File: src/rtl/branch_redirect_pc_if.sv
// Execute-stage branch/jump bus between the pipeline and branch_redirect_pc.
// Build with BRANCH_STATS_EN defined to add the br_total/br_taken counters.
interface branch_redirect_pc_if;
    // valid_ex qualifies every execute field; there is no back-pressure path,
    // stall only freezes the fetch PC and never blocks a redirect.
    logic        stall;
    logic        valid_ex;
    logic        is_branch;
    logic        is_jal;
    logic        is_jalr;
    logic [2:0]  funct3;
    logic        br_eq;
    logic        br_lt;
    logic [31:0] pc_ex;
    logic [31:0] imm;
    logic [31:0] rs1_data;
    logic        brun_sel;
    logic [31:0] pc;
    logic        taken;
    logic        flush;
    logic        misalign;
    logic        fsm_state;
`ifdef BRANCH_STATS_EN
    logic [31:0] br_total;
    logic [31:0] br_taken;

    modport slave (
        input  stall, valid_ex, is_branch, is_jal, is_jalr, funct3, br_eq, br_lt,
        input  pc_ex, imm, rs1_data,
        output brun_sel, pc, taken, flush, misalign, fsm_state, br_total, br_taken
    );
    modport master (
        output stall, valid_ex, is_branch, is_jal, is_jalr, funct3, br_eq, br_lt,
        output pc_ex, imm, rs1_data,
        input  brun_sel, pc, taken, flush, misalign, fsm_state, br_total, br_taken
    );
`else
    modport slave (
        input  stall, valid_ex, is_branch, is_jal, is_jalr, funct3, br_eq, br_lt,
        input  pc_ex, imm, rs1_data,
        output brun_sel, pc, taken, flush, misalign, fsm_state
    );
    modport master (
        output stall, valid_ex, is_branch, is_jal, is_jalr, funct3, br_eq, br_lt,
        output pc_ex, imm, rs1_data,
        input  brun_sel, pc, taken, flush, misalign, fsm_state
    );
`endif
endinterface

File: src/rtl/branch_redirect_pc.sv
// Branch/jump resolution, fetch PC register and post-redirect flush sequencer.
// Optional BRANCH_STATS_EN adds branch total/taken counters.
module branch_redirect_pc #(
    parameter logic [31:0] RESET_PC     = 32'h0100_0000,
    parameter int          FLUSH_CYCLES = 2
) (
    input logic                 clock,
    input logic                 reset,
    branch_redirect_pc_if.slave bus
);
    typedef enum logic {IDLE = 1'b0, FLUSH = 1'b1} state_t;

    state_t      state;
    logic [2:0]  flush_cnt;
    logic [31:0] pc_q;
    logic        flush_q;
    logic        misalign_q;

    logic        cond;
    logic        brun_sel_c;
    logic [31:0] target;
    logic        req;
    logic        bad_target;
    logic        taken_c;

    always_comb begin
        brun_sel_c = (bus.funct3[2:1] == 2'b11);
        cond = 1'b0;
        case (bus.funct3)
            3'b000:          cond = bus.br_eq;
            3'b001:          cond = !bus.br_eq;
            3'b100, 3'b110:  cond = bus.br_lt;
            3'b101, 3'b111:  cond = !bus.br_lt;
            default:         cond = 1'b0;
        endcase

        if (bus.is_jalr)
            target = (bus.rs1_data + bus.imm) & ~32'h1;
        else
            target = bus.pc_ex + bus.imm;

        req = bus.valid_ex && (state == IDLE) &&
              (bus.is_jal || bus.is_jalr || (bus.is_branch && cond));
        // A word-misaligned target is reported instead of followed.
        bad_target = req && target[1];
        taken_c    = req && !target[1];
    end

    always_ff @(posedge clock or posedge reset) begin
        if (reset) begin
            pc_q       <= RESET_PC;
            state      <= IDLE;
            flush_cnt  <= 3'd0;
            flush_q    <= 1'b0;
            misalign_q <= 1'b0;
        end else begin
            if (taken_c)
                pc_q <= target;
            else if (!bus.stall)
                pc_q <= pc_q + 32'd4;

            if (bad_target)
                misalign_q <= 1'b1;

            case (state)
                IDLE: begin
                    if (taken_c) begin
                        state     <= FLUSH;
                        flush_cnt <= 3'(FLUSH_CYCLES - 1);
                        flush_q   <= 1'b1;
                    end
                end
                FLUSH: begin
                    if (flush_cnt == 3'd0) begin
                        state   <= IDLE;
                        flush_q <= 1'b0;
                    end else begin
                        flush_cnt <= flush_cnt - 3'd1;
                    end
                end
                default: begin
                    state   <= IDLE;
                    flush_q <= 1'b0;
                end
            endcase
        end
    end

`ifdef BRANCH_STATS_EN
    logic [31:0] br_total_q;
    logic [31:0] br_taken_q;

    always_ff @(posedge clock or posedge reset) begin
        if (reset) begin
            br_total_q <= 32'd0;
            br_taken_q <= 32'd0;
        end else if (bus.valid_ex && bus.is_branch && (state == IDLE)) begin
            br_total_q <= br_total_q + 32'd1;
            if (taken_c)
                br_taken_q <= br_taken_q + 32'd1;
        end
    end

    assign bus.br_total = br_total_q;
    assign bus.br_taken = br_taken_q;
`endif

    assign bus.brun_sel  = brun_sel_c;
    assign bus.taken     = taken_c;
    assign bus.pc        = pc_q;
    assign bus.flush     = flush_q;
    assign bus.misalign  = misalign_q;
    assign bus.fsm_state = state;
endmodule

File: src/flat_wrapper.sv
// flat-port wrapper written by rule: the top's interface ports become plain ports
module branch_redirect_pc_flat 
#(
    parameter logic [31:0] RESET_PC     = 32'h0100_0000,
    parameter int          FLUSH_CYCLES = 2
)
  (clock, reset, bus_stall, bus_valid_ex, bus_is_branch, bus_is_jal, bus_is_jalr, bus_funct3, bus_br_eq, bus_br_lt, bus_pc_ex, bus_imm, bus_rs1_data, bus_brun_sel, bus_pc, bus_taken, bus_flush, bus_misalign, bus_fsm_state);
  branch_redirect_pc_if bus_i ();
  input logic clock;
  input logic reset;
  input wire logic [$bits(bus_i.stall)-1:0] bus_stall;
  input wire logic [$bits(bus_i.valid_ex)-1:0] bus_valid_ex;
  input wire logic [$bits(bus_i.is_branch)-1:0] bus_is_branch;
  input wire logic [$bits(bus_i.is_jal)-1:0] bus_is_jal;
  input wire logic [$bits(bus_i.is_jalr)-1:0] bus_is_jalr;
  input wire logic [$bits(bus_i.funct3)-1:0] bus_funct3;
  input wire logic [$bits(bus_i.br_eq)-1:0] bus_br_eq;
  input wire logic [$bits(bus_i.br_lt)-1:0] bus_br_lt;
  input wire logic [$bits(bus_i.pc_ex)-1:0] bus_pc_ex;
  input wire logic [$bits(bus_i.imm)-1:0] bus_imm;
  input wire logic [$bits(bus_i.rs1_data)-1:0] bus_rs1_data;
  output wire logic [$bits(bus_i.brun_sel)-1:0] bus_brun_sel;
  output wire logic [$bits(bus_i.pc)-1:0] bus_pc;
  output wire logic [$bits(bus_i.taken)-1:0] bus_taken;
  output wire logic [$bits(bus_i.flush)-1:0] bus_flush;
  output wire logic [$bits(bus_i.misalign)-1:0] bus_misalign;
  output wire logic [$bits(bus_i.fsm_state)-1:0] bus_fsm_state;
  assign bus_i.stall = bus_stall;
  assign bus_i.valid_ex = bus_valid_ex;
  assign bus_i.is_branch = bus_is_branch;
  assign bus_i.is_jal = bus_is_jal;
  assign bus_i.is_jalr = bus_is_jalr;
  assign bus_i.funct3 = bus_funct3;
  assign bus_i.br_eq = bus_br_eq;
  assign bus_i.br_lt = bus_br_lt;
  assign bus_i.pc_ex = bus_pc_ex;
  assign bus_i.imm = bus_imm;
  assign bus_i.rs1_data = bus_rs1_data;
  assign bus_brun_sel = bus_i.brun_sel;
  assign bus_pc = bus_i.pc;
  assign bus_taken = bus_i.taken;
  assign bus_flush = bus_i.flush;
  assign bus_misalign = bus_i.misalign;
  assign bus_fsm_state = bus_i.fsm_state;
  branch_redirect_pc #(.RESET_PC(RESET_PC), .FLUSH_CYCLES(FLUSH_CYCLES)) u_core (.clock(clock), .reset(reset), .bus(bus_i));
endmodule
File: config.mk
export PLATFORM = sky130hd
export DESIGN_NAME = branch_redirect_pc_flat
export DESIGN_NICKNAME = d
export VERILOG_FILES = /design/src/rtl/branch_redirect_pc_if.sv /design/src/rtl/branch_redirect_pc.sv /design/src/flat_wrapper.sv
export SDC_FILE = /design/constraint.sdc
export NUM_CORES = 1
export LEC_CHECK = 0
export CORE_MARGIN = 2
export CORE_UTILIZATION = 51
export CTS_CLUSTER_DIAMETER = 100
export CTS_CLUSTER_SIZE = 20
export DETAILED_ROUTE_END_ITERATION = 12
export MAX_ROUTING_LAYER = met4
export PLACE_DENSITY = 0.91
export SLEW_MARGIN = 20
export SYNTH_ARGS = -nofsm -noshare
export SYNTH_HDL_FRONTEND = slang
export SYNTH_SLANG_ARGS = --single-unit
File: constraint.sdc
create_clock -name clock -period 3.1 [get_ports clock]
set_input_delay 0.465 -clock clock [delete_from_list [all_inputs] [get_ports clock]]
set_output_delay 0.465 -clock clock [all_outputs]
set_load 0.03 [all_outputs]
==> metrics.cfg, run 1 <==
[outcome]
status = complete, but fails checks
violations = setup timing

[routing]
via_per_inst = 6.39
vias = 6964
drc = 0
ant_nets = 0
drt_wl_total_um = 23700
firstDrtPassIters = 5
wl_per_cell_um = 21.7
drtIter0Drc = 799

[global_route]
grt_pass1_wl_um = 30200
grt_overflow = 0
grt_pass1_vias = 6329
antenna_found_initial = 1
track_usage_pct = 33.4
grt_max_degree = 39

[power]
p_per_area_nw_per_um2 = 531
clkPwrFrac_pct = 11.8
seqPwrFrac_pct = 23.6
p_sw_share_pct = 47.3
peakVddDrop_uv = 525
power.total_mw = 4.48
p_sw_mw = 2.12
power_leakage_nw = 3.82
intPower_mw = 2.36
power_frac_comb_pct = 64.6

[clock_network]
clock_sinks = 38
path_clk_slew_ns = 0.08
clockBufferDepth = 2
cts_tree = done
clkLatencyLatePin_ns = 0.30
cts_buffers = 5
cts-root-buf = clkbuf_8
cts_max_level = 2

[synthesis]
synthAdderAreaFrac_pct = 15.5
synth_top_family_by_area = compound AO/OA/AOI/OAI gates
synthDistinctLibCells = 65
synth_edf_count = 0
syn_inst = 700
muxShareOfSynthArea_pct = 1.86
synth_nets = 874
synth-seq-cells = 38
synthXorXnorAreaFrac_pct = 12.4
syn_area_um2 = 5440
yosys.area.top_type = dfrtp_1
ys.flop_type = dfrtp_1
ys_warn_count = 0
synth_compound_area_share_pct = 29.3
yosys.area_share.simple_pct = 20.9
synth_top_area_share_pct = 17.0
postSynth.asyncResetShare_pct = 100
synth_area_leaders = dfrtp_1 17%, ha_1 15%, a21oi_1 7.0%
synth_area_per_cell_um2 = 7.77
yosysSeqAreaShare_pct = 17.5

[timing]
finalHoldViolations = 0
period_share_pct = 115
maxSlewHeadroom_pct = 35.9
layout_setup_ws_ns = -0.455
fin_crit_ns = 3.55
fmax_mhz = 281
setup_viol = 13
worst_pin_slew_ns = 0.951
finalSetupTns_ns = -2.48
slew_viol_final = 0
clock_skew_ns = 0.0133

[cells_and_area]
final_cell_count_no_fill = 1090
nFillCells = 626
layout.nets = 1126
syn2layout_area_growth_pct = 55.2
drive_above_1_share_pct = 19.9
fin_util_pct = 81.7

[worst_setup_path]
critical_path_arrival_ns = 3.72
worstPathMaxFanout = 4
cp-start-kind = input port
regToRegStartpoint = u_core.bus.pc[4]
crit_type = in -> reg
ff2ff_setup_slack_ns = 0.51
setup.worst_path.start = bus_imm[4]
reg2reg_depth = 9
cp-end-kind = register
crit_required_ns = 3.26
r2r-end = u_core.bus.pc[25]
critPathCapture = u_core.bus.pc[29]

[floorplanning]
die_h_um = 107
core_um2 = 10300
die-area_um2 = 11500
num_rows = 37
die_x_um = 107
start_util_pct = 52.7
io_pins = 145

[place]
dp_cells = 1071
gp_congestion = 0.966
numPortBuffers = 144
place_hpwl_um = 15000

[run]
drv_cap = 0

[hold_path]
hold_class = reg -> reg

-- cell families after synthesis --
| logic type | count (synthesis) |
|---|---|
| xor gates and xnor gates | 77 |
| AOI/OAI and AO/OA | 241 |
| adders and majority gates | 66 |
| buffers and inverters | 38 |
| DFF | 38 |
| and+or+nand+nor | 230 |
| muxes | 10 |
-- stage by stage --
stage                     setup WS (ns)  instance area [um^2]  hold WS, ns
after detailed placement         -0.600                  7790        0.484
after global routing             -0.658                  8440        0.521
after floorplan                   0.188                  5440        0.457
after global placement           -0.486                  7790        0.457
final                            -0.455                  8440        0.509
after CTS                       0.00290                  8100        0.498
-- power by group through the flow --
stage / Sequential (mW) / Clock [mW] / Combinational (mW)
floorplan: 1.37 / 0 / 1.11
global placement: 1.01 / 0 / 2.55
detailed placement: 1.02 / 0 / 2.60
CTS: 1.01 / 0.522 / 2.66
global route: 1.06 / 0.547 / 3.04
finish: 1.06 / 0.530 / 2.89
-- Yosys cell counts (4+ instances only) --
cell      instances
a21oi_1          76
ha_1             64
nand2_1          61
nor2_1           54
o21ai_0          41
xor2_1           41
dfrtp_1          37
xnor2_1          36
a21o_1           33
nand3_1          27
inv_1            20
clkbuf_1         15
nand4_1          15
a211oi_1         14
nor3_1           14
and2_1           12
a31oi_1          10
o21bai_1         10
or3_1            10
mux2i_1           9
nor2b_1           9
o211ai_1          8
and3_1            7
o22ai_1           7
nand2b_1          4
-- registers in the layout, indices dropped and copies added (netlist names) --
| signal | cells |
|---|---|
| u_core.flush_cnt | 3 |
| u_core.bus.flush | 1 |
| u_core.bus.fsm_state | 1 |
| u_core.bus.misalign | 1 |
| u_core.bus.pc | 32 |
-- worst max-delay path, cell delays in order --
cell and delay, ns:
clkdlybuf4s15_1 0.31, ha_4 0.32, a2111oi_4 0.60, o31a_1 0.28, o21ai_2 0.10, o211a_1 0.26, o41ai_4 0.32, buf_4 0.19
a21oi_4 0.06, o41ai_2 0.32, xor2_1 0.34, a211oi_2 0.13
-- metal layers --
metal	share of wire, %	GRT usage, %	up-vias
li1	-	-	3110
met1	35	40.5	3159
met2	45	58.7	512
met3	12	4.07	183
met4	8.0	8.53	0
met5	0	-	-
-- area by class of cell --
| type | instances | area [um^2] | share of cell area (%) |
|---|---|---|---|
| Antenna cell | 1 | 2.50 | 0.0297 |
| Multi-Input combinational cell | 624 | 4730 | 56.1 |
| Timing Repair Buffer | 262 | 2360 | 28.0 |
| Tap cell | 136 | 170 | 2.02 |
| Inverter | 21 | 78.8 | 0.934 |
| Clock inverter | 2 | 60.1 | 0.712 |
| Clock buffer | 6 | 82.6 | 0.979 |
| Sequential cell | 38 | 952 | 11.3 |
-- how the worst min path moves through the flow --
stage / cells after the start / start / to
floorplan: 1 / u_core.flush_cnt[0] / u_core.flush_cnt[0]
global placement: 1 / u_core.bus.misalign / u_core.bus.misalign
detailed placement: 1 / u_core.flush_cnt[0] / u_core.flush_cnt[0]
CTS: 1 / u_core.flush_cnt[0] / u_core.flush_cnt[0]
global route: 1 / u_core.flush_cnt[0] / u_core.flush_cnt[0]
finish: 1 / u_core.flush_cnt[0] / u_core.flush_cnt[0]
-- cell usage in the layout, fill, tap and decap left out, types with 4 or more instances in the layout --
cell type and instances:
clkdlybuf4s50_1 122, and2_1 11, nand2_1 61, a31oi_1 8
buf_4 119, nand3_1 26, inv_1 20, xnor2_1 36
a211oi_1 9, o21ai_0 37, a211oi_2 5, xor2_1 40
o21bai_1 10, a21oi_4 4, ha_4 12, a21oi_1 71
nand2b_1 4, or3_1 10, nor3_1 13, a21o_1 33
nand4_1 15, nor2_1 54, a21oi_2 4, clkbuf_8 6
mux2i_1 9, dlymetal6s2s_1 17, o211ai_1 8, nor2b_1 9
and3_1 6, o22ai_1 7, ha_1 51, dfrtp_1 37
-- what timing repair did --
item | CTS | global route
resized for setup | 28 | 57
pin swaps | 15 | 27
endpoints found under the setup margin | 13 | 16
setup buffers | 4 | 6
hold buffers | 0 | 0
Power figures use the tool's default switching activity.
==> inputs of run 2 (changes only) <==
SLEW_MARGIN = default   (was 20)
==> results of run 2 <==
Same layout as run 1: the final DEF is identical, and so are final timing and power.
==> inputs of run 3 (changes only) <==
ABC_AREA = 1   (was default)
CORE_UTILIZATION = 52   (was 51)
PLACE_DENSITY = 0.87   (was 0.91)
==> metrics.cfg, run 3 <==
[global_route]
track_usage_pct = 33.9  ; was 33.4%
grt_overflow = 0  ; unchanged
grt_max_degree = 39  ; unchanged
grt_pass1_wl_um = 39400  ; was 30200 um
grt_pass1_vias = 8170  ; was 6329
antenna_found_initial = 0  ; was 1

[routing]
drtIter0Drc = 703  ; was 799
drc = 0  ; unchanged
firstDrtPassIters = 5  ; unchanged
vias = 8947  ; was 6964
ant_nets = 0  ; unchanged
via_per_inst = 5.14  ; was 6.39
wl_per_cell_um = 14.0  ; was 21.7 um
drt_wl_total_um = 24400  ; was 23700 um

[run]
drv_cap = 0  ; unchanged

[synthesis]
synth_area_leaders = nand2_1 28%, inv_1 15%, dfrtp_1 13%  ; was dfrtp_1 17%, ha_1 15%, a21oi_1 7.0%
synthDistinctLibCells = 40  ; was 65
yosysMostFrequentCell = nand2_1  ; was a21oi_1
ys_warn_count = 0  ; unchanged
synth_top_family_by_area = simple AND/OR/NAND/NOR gates  ; was compound AO/OA/AOI/OAI gates
syn_area_um2 = 7360  ; was 5440 um^2
yosys.area_share.simple_pct = 48.5  ; was 20.9%
synth_top_area_share_pct = 28.1  ; was 17.0%
synth_nets = 1586  ; was 874
synth_compound_area_share_pct = 9.08  ; was 29.3%
synth_area_per_cell_um2 = 5.21  ; was 7.77 um^2
synth_common_cells = 550 x nand2_1, 290 x inv_1, 135 x nand3_1  ; was 76 x a21oi_1, 64 x ha_1, 61 x nand2_1
synthAdderAreaFrac_pct = 11.4  ; was 15.5%
synth_edf_count = 0  ; unchanged
yosys.area.top_type = nand2_1  ; was dfrtp_1
postSynth.asyncResetShare_pct = 100  ; unchanged
ys.flop_type = dfrtp_1  ; unchanged
syn_inst = 1412  ; was 700
synth-seq-cells = 38  ; unchanged
synthXorXnorAreaFrac_pct = 1.90  ; was 12.4%
muxShareOfSynthArea_pct = 0.136  ; was 1.86%
yosysSeqAreaShare_pct = 12.9  ; was 17.5%

[clock_network]
clockBufferDepth = 2  ; unchanged
post_cts_buffers = 0  ; was 4
path_clk_slew_ns = 0.06  ; was 0.08 ns
clock_sinks = 38  ; unchanged
clkLatencyLatePin_ns = 0.28  ; was 0.30 ns
hold_buffers = 0  ; unchanged
cts_buffers = 5  ; unchanged
cts_max_level = 2  ; unchanged
cts_resized = 0  ; was 28
cts-root-buf = clkbuf_16  ; was clkbuf_8
cts_tree = done  ; unchanged

[cells_and_area]
syn2layout_area_growth_pct = 24.7  ; was 55.2%
mostFrequentLayoutCells = 550 x nand2_1, 290 x inv_1, 143 x clkdlybuf4s50_1, 135 x nand3_1, 116 x nor2_1  ; was 122 x clkdlybuf4s50_1, 119 x buf_4, 71 x a21oi_1, 61 x nand2_1, 54 x nor2_1
layout_commonest_cell = nand2_1  ; was clkdlybuf4s50_1
layout.nets = 1734  ; was 1126
largest_reg_flops = 32  ; unchanged
drive_above_1_share_pct = 1.73  ; was 19.9%
antenna_cells = 0  ; was 1

[worst_setup_path]
crit_type = in -> out  ; was in -> reg
critPathTopFamily = buffers and inverters  ; was compound AO/OA/AOI/OAI gates
crit_slowest_cell = fa_1  ; was a2111oi_4
reg2reg_depth = 10  ; was 9
regToRegStartpoint = u_core.bus.pc[6]  ; was u_core.bus.pc[4]
cp-end-kind = output pin  ; was register
crit_required_ns = 2.63  ; was 3.26 ns
r2r-end = u_core.bus.pc[27]  ; was u_core.bus.pc[25]
worstPathMaxFanout = 7  ; was 4
critical_path_arrival_ns = 2.38  ; was 3.72 ns
cp-start-kind = input port  ; unchanged
worstSetupPathDepth = 7  ; was 12
cp_slowest_stage_delay_ns = 0.44  ; was 0.60 ns
critPathCapture = bus_taken  ; was u_core.bus.pc[29]
ff2ff_setup_slack_ns = 0.99  ; was 0.51 ns
setup.worst_path.start = bus_imm[0]  ; was bus_imm[4]
path_cells = clkdlybuf4s50_1 -> ha_1 -> fa_1 -> mux2i_1 -> nand3_1 -> inv_1 -> buf_4  ; was clkdlybuf4s15_1 -> ha_4 -> a2111oi_4 -> o31a_1 -> o21ai_2 -> o211a_1 -> o41ai_4 -> buf_4 -> a21oi_4 -> o41ai_2 -> xor2_1 -> a211oi_2
cp_num_buf_inv = 3  ; was 2

[floorplanning]
num_rows = 43  ; was 37
core_um2 = 13800  ; was 10300 um^2
die_x_um = 123  ; was 107 um
die-area_um2 = 15100  ; was 11500 um^2
start_util_pct = 53.2  ; was 52.7%
die_h_um = 123  ; was 107 um
io_pins = 145  ; unchanged

[hold_path]
hold_class = reg -> reg  ; unchanged

[timing]
period_share_pct = 91.6  ; was 115%
slew_viol_final = 0  ; unchanged
fin_crit_ns = 2.84  ; was 3.55 ns
maxSlewHeadroom_pct = 37.9  ; was 35.9%
finalSetupTns_ns = 0  ; was -2.48 ns
rsz0062_at_grt = false
clock_skew_ns = 0.00545  ; was 0.0133 ns
holdWs_ns = 0.476  ; was 0.509 ns
fmax_mhz = 352  ; was 281 MHz
setup_viol = 0  ; was 13
finalHoldViolations = 0  ; unchanged
worst_pin_slew_ns = 0.923  ; was 0.951 ns

[place]
place_hpwl_um = 20700  ; was 15000 um
gp_congestion = 0.974  ; was 0.966
numPortBuffers = 144  ; unchanged

[power]
peakVddDrop_uv = 311  ; was 525 uV
p_per_area_nw_per_um2 = 487  ; was 531 nW/um^2
power_leakage_nw = 5.32  ; was 3.82 nW

[outcome]
status = complete, no violations  ; was complete, but fails checks

==> run 3: cell count changes after synthesis, moves of 10 or more <==
cell      previous run  this run
a211oi_1            14         0
a21o_1              33         2
a21oi_1             76        54
and2_1              12         2
inv_1               20       290
nand2_1             61       550
nand3_1             27       135
nand3b_1             0        12
nor2_1              54       116
or3_1               10         0
xnor2_1             36         8
xor2_1              41         8
==> run 3: logic make-up (layout without fill, tap and decap cells) <==
logic type	count (synthesis)	in the layout
muxes	1	1
and+or+nand+nor	862	862
adders and majority gates	66	66
xor gates and xnor gates	16	16
DFF	38	38
AOI/OAI and AO/OA	123	123
buffers and inverters	306	455
==> run 3: worst min-delay path by stage <==
stage | cells past startpoint | slack (ns) | end | startpoint
global placement | 2 | 0.46 | u_core.bus.pc[1] | u_core.bus.pc[1]
CTS | 2 | 0.48 | u_core.bus.pc[1] | u_core.bus.pc[1]
global route | 2 | 0.49 | u_core.bus.pc[1] | u_core.bus.pc[1]
detailed placement | 2 | 0.46 | u_core.bus.pc[1] | u_core.bus.pc[1]
finish | 2 | 0.48 | u_core.bus.pc[1] | u_core.bus.pc[1]
floorplan | 2 | 0.52 | u_core.flush_cnt[1] | u_core.flush_cnt[1]
==> run 3: final cells by class <==
type,count,area [um^2]
tap,180,225
clock inverter,2,12.5
clock buffer,6,139
timing repair buffer,155,1520
sequential,38,952
inverter,292,1100
multi-input combinational,1068,5230
fill,1337,4650
==> run 3: worst reg2reg max path, delay by kind of cell, from the launching register on <==
kind	cells	cell delay, ns
flip-flops	1	0.41
buffers and inverters	2	0.10
AO/OA/AOI/OAI	1	0.08
AND/OR/NAND/NOR	7	1.46
==> run 3: routing by layer <==
layer / up-vias / wire length, um / GRT usage (%)
li1: 4670 / - / -
met1: 3873 / 10400 / 41.4
met2: 343 / 11300 / 57.0
met3: 61 / 1520 / 3.18
met4: 0 / 1140 / 14.4
met5: - / 0 / -
==> run 3: metrics by stage <==
step	instances	worst slack [ns]	util [%]	cell area, um^2	power (mW)
after floorplan	1412	0.720	-	7360	2.84
after global placement	1733	0.224	65.3	9020	3.84
after detailed placement	1733	0.182	65.3	9020	3.90
after CTS	1741	0.250	66.4	9180	4.44
after global routing	1741	0.141	66.4	9180	4.83
final	1741	0.260	66.4	9180	4.47
==> run 3: report_power, final <==
| part | leakage, nW | internal, mW | switching, mW |
|---|---|---|---|
| clock | 0.0729 | 0.319 | 0.207 |
| combinational | 4.82 | 1.12 | 1.79 |
| sequential | 0.433 | 0.733 | 0.303 |
| total | 5.32 | 2.17 | 2.30 |
